<file path="src/rtl/spi_slave_regif.sv">
// SPI slave front end for a register file: oversamples the SPI pins in the clk domain,
// decodes {header, address, data} frames and turns each into one register read or write.
module spi_slave_regif #(
  parameter int header  = 2,
  parameter int payload = 8,
  parameter int addrsz  = 7
) (
  input  logic               clk,
  input  logic               reset,
  input  logic               sclk,
  input  logic               cs_n,
  input  logic               mosi,
  output logic               miso,
  output logic               miso_oe,
  output logic [addrsz-1:0]  reg_addr,
  output logic [payload-1:0] reg_wdata,
  output logic               reg_we,
  output logic               reg_re,
  input  logic [payload-1:0] reg_rdata,
  output logic               busy,
  output logic               frame_err
);

  localparam int pktsz = header + addrsz + payload;
  localparam logic [4:0]        HA_CNT  = 5'(header + addrsz);
  localparam logic [4:0]        PKT_CNT = 5'(pktsz);
  localparam logic [header-1:0] HDR_RD  = header'(1);
  localparam logic [header-1:0] HDR_WR  = header'(2);

  typedef enum logic [2:0] {
    WAIT_CS = 3'd0,
    IDLE    = 3'd1,
    SHIFT   = 3'd2,
    DATA    = 3'd3,
    DONE    = 3'd4
  } state_e;

  logic [2:0]         sclk_q;
  logic [1:0]         cs_q;
  logic [1:0]         mosi_q;
  logic [1:0]         settle_q, settle_d;
  state_e             state_q, state_d;
  logic [4:0]         cnt_q, cnt_d, cnt_inc;
  logic [pktsz-1:0]   sin_q, sin_d, sin_next;
  logic [payload-1:0] sout_q, sout_d;
  logic [header-1:0]  hdr_q, hdr_d;
  logic [addrsz-1:0]  addr_q, addr_d;
  logic [payload-1:0] wdata_q, wdata_d;
  logic               we_q, we_d, re_q, re_d, re_dly_q;
  logic               miso_q, miso_d, oe_q, busy_q, busy_d, err_q, err_d;
  logic               cs_s, mosi_s, rise_s, fall_s;

  assign cs_s   = cs_q[1];
  assign mosi_s = mosi_q[1];
  assign rise_s = sclk_q[1] & ~sclk_q[2];
  assign fall_s = ~sclk_q[1] & sclk_q[2];

  assign sin_next = (sin_q << 1) | pktsz'(mosi_s);
  assign cnt_inc  = (cnt_q == PKT_CNT) ? cnt_q : cnt_q + 5'd1;

  // Frame decode FSM: next state and all datapath next values.
  always_comb begin
    state_d  = state_q;
    settle_d = (settle_q == 2'd2) ? settle_q : settle_q + 2'd1;
    cnt_d    = cnt_q;
    sin_d    = sin_q;
    sout_d   = sout_q;
    hdr_d    = hdr_q;
    addr_d   = addr_q;
    wdata_d  = wdata_q;
    we_d     = 1'b0;
    re_d     = 1'b0;
    err_d    = 1'b0;
    miso_d   = miso_q;
    if (re_dly_q) begin
      sout_d = reg_rdata;
    end else begin
      sout_d = sout_q;
    end
    case (state_q)
      // settle_q keeps the reset value of the cs_n synchronizer from looking like a real idle bus
      WAIT_CS: begin
        if ((settle_q == 2'd2) && cs_s) state_d = IDLE;
        else                           state_d = WAIT_CS;
      end
      IDLE: begin
        if (!cs_s) begin
          state_d = SHIFT;
          cnt_d   = 5'd0;
          sout_d  = '0;
          miso_d  = 1'b0;
        end else begin
          state_d = IDLE;
        end
      end
      SHIFT: begin
        if (cs_s) begin
          err_d   = 1'b1;
          state_d = IDLE;
        end else if (rise_s) begin
          cnt_d = cnt_inc;
          sin_d = sin_next;
          if (cnt_q == HA_CNT - 5'd1) begin
            hdr_d   = sin_next[header+addrsz-1:addrsz];
            addr_d  = sin_next[addrsz-1:0];
            re_d    = (sin_next[header+addrsz-1:addrsz] == HDR_RD);
            state_d = DATA;
          end else begin
            state_d = SHIFT;
          end
        end else begin
          state_d = SHIFT;
        end
      end
      DATA: begin
        if (cs_s) begin
          err_d   = 1'b1;
          state_d = IDLE;
        end else begin
          if (fall_s) begin
            miso_d = sout_q[payload-1];
            sout_d = sout_q << 1;
          end else begin
            miso_d = miso_q;
          end
          if (rise_s) begin
            cnt_d = cnt_inc;
            sin_d = sin_next;
            if (cnt_inc == PKT_CNT) begin
              state_d = DONE;
              // the header/address bits must still line up with what was decoded at bit 9
              if ((hdr_q == HDR_WR) && (sin_next[pktsz-1:payload] == {hdr_q, addr_q})) begin
                we_d    = 1'b1;
                wdata_d = sin_next[payload-1:0];
              end else begin
                we_d    = 1'b0;
              end
            end else begin
              state_d = DATA;
            end
          end else begin
            state_d = DATA;
          end
        end
      end
      DONE: begin
        if (cs_s) state_d = IDLE;
        else      state_d = DONE;
      end
      default: state_d = WAIT_CS;
    endcase
    if (cs_s) begin
      miso_d = 1'b0;
    end else begin
      miso_d = miso_d;
    end
    busy_d = (state_d == SHIFT) || (state_d == DATA) || (state_d == DONE);
  end

  // Synchronizers and all state/output registers.
  always_ff @(posedge clk or negedge reset) begin
    if (!reset) begin
      sclk_q   <= 3'b000;
      cs_q     <= 2'b11;
      mosi_q   <= 2'b00;
      settle_q <= 2'd0;
      state_q  <= WAIT_CS;
      cnt_q    <= 5'd0;
      sin_q    <= '0;
      sout_q   <= '0;
      hdr_q    <= '0;
      addr_q   <= '0;
      wdata_q  <= '0;
      we_q     <= 1'b0;
      re_q     <= 1'b0;
      re_dly_q <= 1'b0;
      miso_q   <= 1'b0;
      oe_q     <= 1'b0;
      busy_q   <= 1'b0;
      err_q    <= 1'b0;
    end else begin
      sclk_q   <= {sclk_q[1:0], sclk};
      cs_q     <= {cs_q[0], cs_n};
      mosi_q   <= {mosi_q[0], mosi};
      settle_q <= settle_d;
      state_q  <= state_d;
      cnt_q    <= cnt_d;
      sin_q    <= sin_d;
      sout_q   <= sout_d;
      hdr_q    <= hdr_d;
      addr_q   <= addr_d;
      wdata_q  <= wdata_d;
      we_q     <= we_d;
      re_q     <= re_d;
      re_dly_q <= re_q;
      miso_q   <= miso_d;
      oe_q     <= ~cs_s;
      busy_q   <= busy_d;
      err_q    <= err_d;
    end
  end

  assign miso      = miso_q;
  assign miso_oe   = oe_q;
  assign reg_addr  = addr_q;
  assign reg_wdata = wdata_q;
  assign reg_we    = we_q;
  assign reg_re    = re_q;
  assign busy      = busy_q;
  assign frame_err = err_q;

endmodule

</file>
<file path="config.mk">
export PLATFORM = sky130hd
export DESIGN_NAME = spi_slave_regif
export DESIGN_NICKNAME = d
export VERILOG_FILES = /design/src/rtl/spi_slave_regif.sv
export SDC_FILE = /design/constraint.sdc
export NUM_CORES = 1
export LEC_CHECK = 0
export BUFFER_PORTS_ARGS = -buffer_cell sky130_fd_sc_hd__buf_2
export CAP_MARGIN = 10
export CORE_MARGIN = 4
export CORE_UTILIZATION = 25
export CTS_BUF_LIST = sky130_fd_sc_hd__clkbuf_16
export CTS_CLUSTER_DIAMETER = 80
export DETAILED_ROUTE_END_ITERATION = 16
export PLACE_DENSITY = 0.52
export SYNTH_ARGS = -nofsm -noshare
export SYNTH_HDL_FRONTEND = slang
export SYNTH_SLANG_ARGS = --single-unit
</file>
<file path="constraint.sdc">
create_clock -name clk -period 2.3 [get_ports clk]
set_input_delay 0.115 -clock clk [delete_from_list [all_inputs] [get_ports clk]]
set_output_delay 0.115 -clock clk [all_outputs]
set_load 0.03 [all_outputs]
</file>
* After elaboration in Yosys (flattened, before gate mapping) *
Index checks and enable logic that the tools add are counted.

word-level totals
  word-level logic and storage cells = 91
  flip-flop bits (word level) = 65
  bits of input ports = 13
  output and inout port bits = 21

cells by class
  equality and inequality tests = 18
  reductions and logical operators = 13
  bitwise logic cells = 6
  add/sub/neg operators = 2
  multiplexer cells = 34

operators with widths
  kind                                                             count
  8-bit 2-to-1 mux                                                 4
  5-bit 2-to-1 mux                                                 4
  3-bit 2-to-1 mux                                                 6
  17-bit by 1-bit OR with 17-bit output                            1
  8-bit case mux with 2 select lines                               1
  1-bit 2-to-1 mux                                                 15
  3-bit case mux with 5 select lines                               1
  3-bit by 2-bit == test with 1-bit output, second input constant  4
  5-bit == test, second input constant                             2
  5-bit case mux with 2 select lines                               1
  9-bit == test                                                    1
  4-bit AND reduction                                              2
  3-bit == test, second input constant                             2
  5-bit by 1-bit adder with 5-bit output, second input constant    1
  5-bit by 4-bit == test with 1-bit output, second input constant  1
  5-bit AND reduction                                              1
  2-bit == test, second input constant                             2
  2-bit inequality test, second input constant                     2
  3-bit by 1-bit == test with 1-bit output, second input constant  1
  3-bit zero test                                                  1
  3-bit inequality test, second input constant                     1
  1-bit NOT                                                        3
  3-bit AND reduction                                              1
  3-bit nonzero test                                               1
  other kinds (11)                                                 14

* Depth between registers and ports, before layout *
  depth in word-level cells = 10
  depth in mapped cells = 8
  gate-level depth less buffers = 7

* Least setup slack after synthesis *
No wires, ideal clock.

  kind = register -> register
  start point = register cnt_q[1]
  end point = register wdata_q[0] (netlist: reg_wdata[0])
  arrival = 1.997 ns
  buffers on the path = 1
  required time = 2.175 ns
  stages on the path, launching flop included = 9
  path slack = 0.178 ns
  clock period less this slack = 2.122 ns
  cell sequence = dfrtp_1 -> inv_1 -> ha_1 -> or3b_1 -> and4_4 -> a211o_1 -> and4b_1 -> buf_6 -> mux2_4

on the way
  cells in the longest elaborated chain, start to end = 4
  elaborated cells between the ends (all ways) = 5
  those cells by class = 1 x add/sub; 2 x eq/ne; 1 x mux; 1 x reduce/logical

RTL lines
  element                                                                  RTL line  RTL
  from (decl)                                                              43        logic [4:0] cnt_q, cnt_d, cnt_inc;
  from (signal assigned)                                                   187       cnt_q <= cnt_d;
  5-bit by 1-bit adder with 5-bit output or 5-bit == test (tied branches)  59        assign cnt_inc = (cnt_q == PKT_CNT) ? cnt_q : cnt_q + 5'd1;
  5-bit 2-to-1 mux *                                                       59
  5-bit == test *                                                          129       if (cnt_inc == PKT_CNT) begin
  5-bit AND reduction (no line) *                                          --
  to (signal assigned)                                                     192       wdata_q <= wdata_d;
  to (decl)                                                                48        logic [payload-1:0] wdata_q, wdata_d;

Every way passes the cells marked *; elsewhere a longest branch is shown, timed or not.
A chain may end at the register's enable or synchronous reset.

* Final worst setup path *
  start point = register cnt_q[1]
  end point = register wdata_q[2] (netlist: reg_wdata[2])

The elaborated chain is that of the path after synthesis.

==> flow_summary_export.csv <==
group,metric,value,unit
floorplanning,fp.dieW,114.0,µm
power,pwr-share-seq,44.3,%
power,pwr-share-comb,8.6,%
clock_network,tritoncts,"yes",
global_route,grt-ovfl-total,0,
min_path,hp-start,"reg_rdata[0]",
clock_network,cts_made_buffers,9,
critical_path,cp.required,2.51,ns
logic_synthesis,syn_area,2806,µm²
power,intPower,2133,µW
flow_run,maxCapViolCount,0,
detailed_routing,drtPass1Iterations,4,
floorplanning,core-area,10940,µm²
critical_path,timing.rr.end,"reg_wdata[2]",
logic_synthesis,synth.avg_cell_area,12.93,µm²
place,io_buffer_count,33,
min_path,hold_depth,3,
floorplanning,start_util,25.66,%
detailed_routing,dr.first_iter.drc_count,75,
detailed_routing,viasPerCell,4.359,
power,pwr-share-clk,47.0,%
logic_synthesis,ys_types,41,
finish,antenna_cells,0,
floorplanning,die_y,114.0,µm
critical_path,startpoint_type,"flip-flop",
global_route,grt_usage,9.557,%
global_route,grt_pass1_wl,9.777,mm
critical_path,rr_startpoint,"cnt_q[1]",
finish,fin_nets,288,
logic_synthesis,yosys-top-cells-area,"dfrtp_1, mux2_2, mux2_4",
finish,syn2layout_area_growth,26.62,%
sta,relSlewSlack,56.67,%
critical_path,crit_path_max_incr_delay,0.38,ns
sta,worstMarginPinSlew,0.6500,ns
logic_synthesis,ys_seq_area_share,58.05,%
finish,fillers,1119,
clock_network,cts_setup_buffers,0,
finish,final_core_util,32.49,%
critical_path,cp_top_family,"simple AND/OR/NAND/NOR gates",
critical_path,crit_type,"flip-flop to flip-flop",
logic_synthesis,synth_nets,234,
detailed_routing,routed_wl,5.694,mm
critical_path,cp.buffers_inverters,2,
logic_synthesis,ys_ff_latch,65,
detailed_routing,vias,1809,
clock_network,clk_latency,0.32,ns
sta,hold_ws,0.05178,ns
clock_network,cts_root_buffer,"clkbuf_16",
floorplanning,fp-row-count,38,
place,place_area,3226,µm²
global_route,grt_pass1_vias,1930,
critical_path,arrival,2.39,ns
sta,fmax,458.2,MHz
clock_network,h-tree-depth,3,
critical_path,worstRegToRegCells,8,
detailed_routing,drtAntennaViolNets,0,
power,ir_drop,0.0005300,V
outcome,status,"finished, final reports clean",
logic_synthesis,synth_area_leader_cell,"dfrtp_1",
finish,stdcell_area,3553,µm²
finish,register_area,1629,µm²
place,dp_hpwl,4.008,mm
detailed_routing,drc_errors,0,
clock_network,cts.sink_count,65,
power,p_leak,0.001719,µW
critical_path,cpMaxStageDelayCell,"dfrtp_1",
critical_path,crit_chain,"inv_2 -> ha_2 -> or3b_1 -> and4_4 -> a211o_1 -> and4b_1 -> buf_12 -> mux2_4",
sta,rsz0062_at_grt,"no",
clock_network,clockBufferDepth,2,
sta,hold_viol,0,
floorplanning,die-area,12980,µm²
logic_synthesis,synth_top_area_share,56.17,%
power,power.density,786.5,nW/µm²
power,p_sw_share,23.67,%
logic_synthesis,synthCells,217,
min_path,hold_end,"sout_q[0]",
logic_synthesis,yosysWarnings,0,
finish,drive_gt1_share,36.73,%
detailed_routing,route.detailed.wl_per_inst,13.72,µm
critical_path,crit_path_end_kind,"flip-flop",
place,place_inst,396,
sta,setup_viol,0,
power,netSwitchingPower,661.5,µW
sta,fin_crit,2.182,ns
global_route,antenna_found_initial,0,
sta,fin_setup_tns,0,ns
floorplanning,io_pins,34,
min_path,holdCritPathClass,"input port to flip-flop",
clock_network,cts.clk_slew.worst_paths,0.05,ns
critical_path,r2r_setup_slack,0.12,ns
sta,min_period_over_period,94.89,%
finish,multi_input_area,1110,µm²
place,gp_congestion,0.7438,
global_route,grt_max_degree,39,
finish,layout_common_cells,"dfrtp_1, buf_2, mux2_2",
finish,final_common_cell,"dfrtp_1",
sta,finClkSkew,0.006273,ns
sta,final_max_slew_viol_count,0,
finish,stdcell_count,415,
critical_path,crit_fanout,8,
power by group through the flow:
| stage | registers, µW | logic [µW] | clock network [µW] |
|---|---|---|---|
| floorplan | 1250 | 153 | 0 |
| global placement | 1260 | 237 | 0 |
| detailed placement | 1260 | 240 | 0 |
| CTS | 1240 | 245 | 1350 |
| global route | 1250 | 275 | 1400 |
| finish | 1240 | 241 | 1310 |
cell usage after synthesis (all sizes together):
cell type	n
a211o	1
a211oi	1
a21oi	3
a22o	3
a22oi	1
and2	1
and4	2
and4b	1
and4bb	1
buf	4
clkbuf	3
dfrtp	63
dfstp	2
ha	4
inv	7
mux2	33
mux2i	10
nand2	15
nand2b	2
nand3	6
nand3b	1
nand4	3
nand4bb	1
nor2	10
nor2b	3
nor3	5
nor3b	1
nor4	2
o21a	2
o21ai	8
o221ai	1
o22ai	2
o31ai	2
or3	1
or3b	1
xnor2	4
xor2	7
sequential cells by signal, indices dropped and copies added (netlist names), 2 cells and up:
| signal | cells |
|---|---|
| reg_addr | 7 |
| hdr_q | 2 |
| cnt_q | 5 |
| sout_q | 8 |
| state_q | 3 |
| sclk_q | 3 |
| mosi_q | 2 |
| settle_q | 2 |
| sin_q | 16 |
| reg_wdata | 8 |
| cs_q | 2 |
final cells by class:
type,instances,share of cell area (%)
Multi-Input combinational cell,138,31.23
Clock buffer,9,6.338
Inverter,7,0.7394
Tap cell,140,4.930
Sequential cell,65,45.84
Clock inverter,6,1.690
Timing Repair Buffer,50,9.225
metal layers:
metal / global-route usage [%] / vias to the layer above / share of wire, %
li1: - / 877 / -
met1: 13.22 / 889 / 50
met2: 13.90 / 36 / 44
met3: 3.767 / 7 / 5.0
met4: 2.613 / 0 / 1.1
met5: 0 / - / 0
logic make-up (layout without fill, tap and decap cells):
group | count (synthesis) | count (layout) | synth area share (%)
muxes | 43 | 43 | 17.88
adders and majority gates | 4 | 4 | 1.783
DFF | 65 | 65 | 58.05
AOI/OAI and AO/OA | 24 | 24 | 5.617
buffers and inverters | 14 | 72 | 2.497
xor gates and xnor gates | 11 | 11 | 3.433
and+or+nand+nor | 56 | 56 | 10.74
timing repair:
item / CTS / global route
endpoints found under the setup margin: 0 / 7
hold buffers: 4 / 0
hold endpoints to repair: 28 / 0
gates resized for setup: 0 / 2
stage by stage:
stage / setup slack [ns] / total power (µW)
after CTS: 0.1023 / 2832
after detailed placement: 0.1109 / 1498
after global routing: 0.02281 / 2925
final: 0.1176 / 2795
after global placement: 0.1459 / 1496
after floorplan: 0.1778 / 1406
worst register-to-register path, delay by kind of cell (launching register included):
family,cells,cell delay [ns]
AND/OR/NAND/NOR,3,0.76
flip-flops,1,0.38
multiplexers,1,0.30
AO/OA/AOI/OAI,1,0.24
buffers and inverters,2,0.22
adder cells (fa/ha/maj),1,0.17
how the worst max path moves through the flow:
stage,slack [ns],start,end,cells past startpoint
finish,0.12,cnt_q[1],reg_wdata[2],8
global route,0.02,cnt_q[1],reg_wdata[1],8
CTS,0.10,cnt_q[1],reg_wdata[2],8
detailed placement,0.11,cnt_q[1],reg_wdata[5],8
global placement,0.15,cnt_q[1],reg_wdata[5],8
floorplan,0.18,cnt_q[1],reg_wdata[0],8
(Power assumes the default switching activity.)
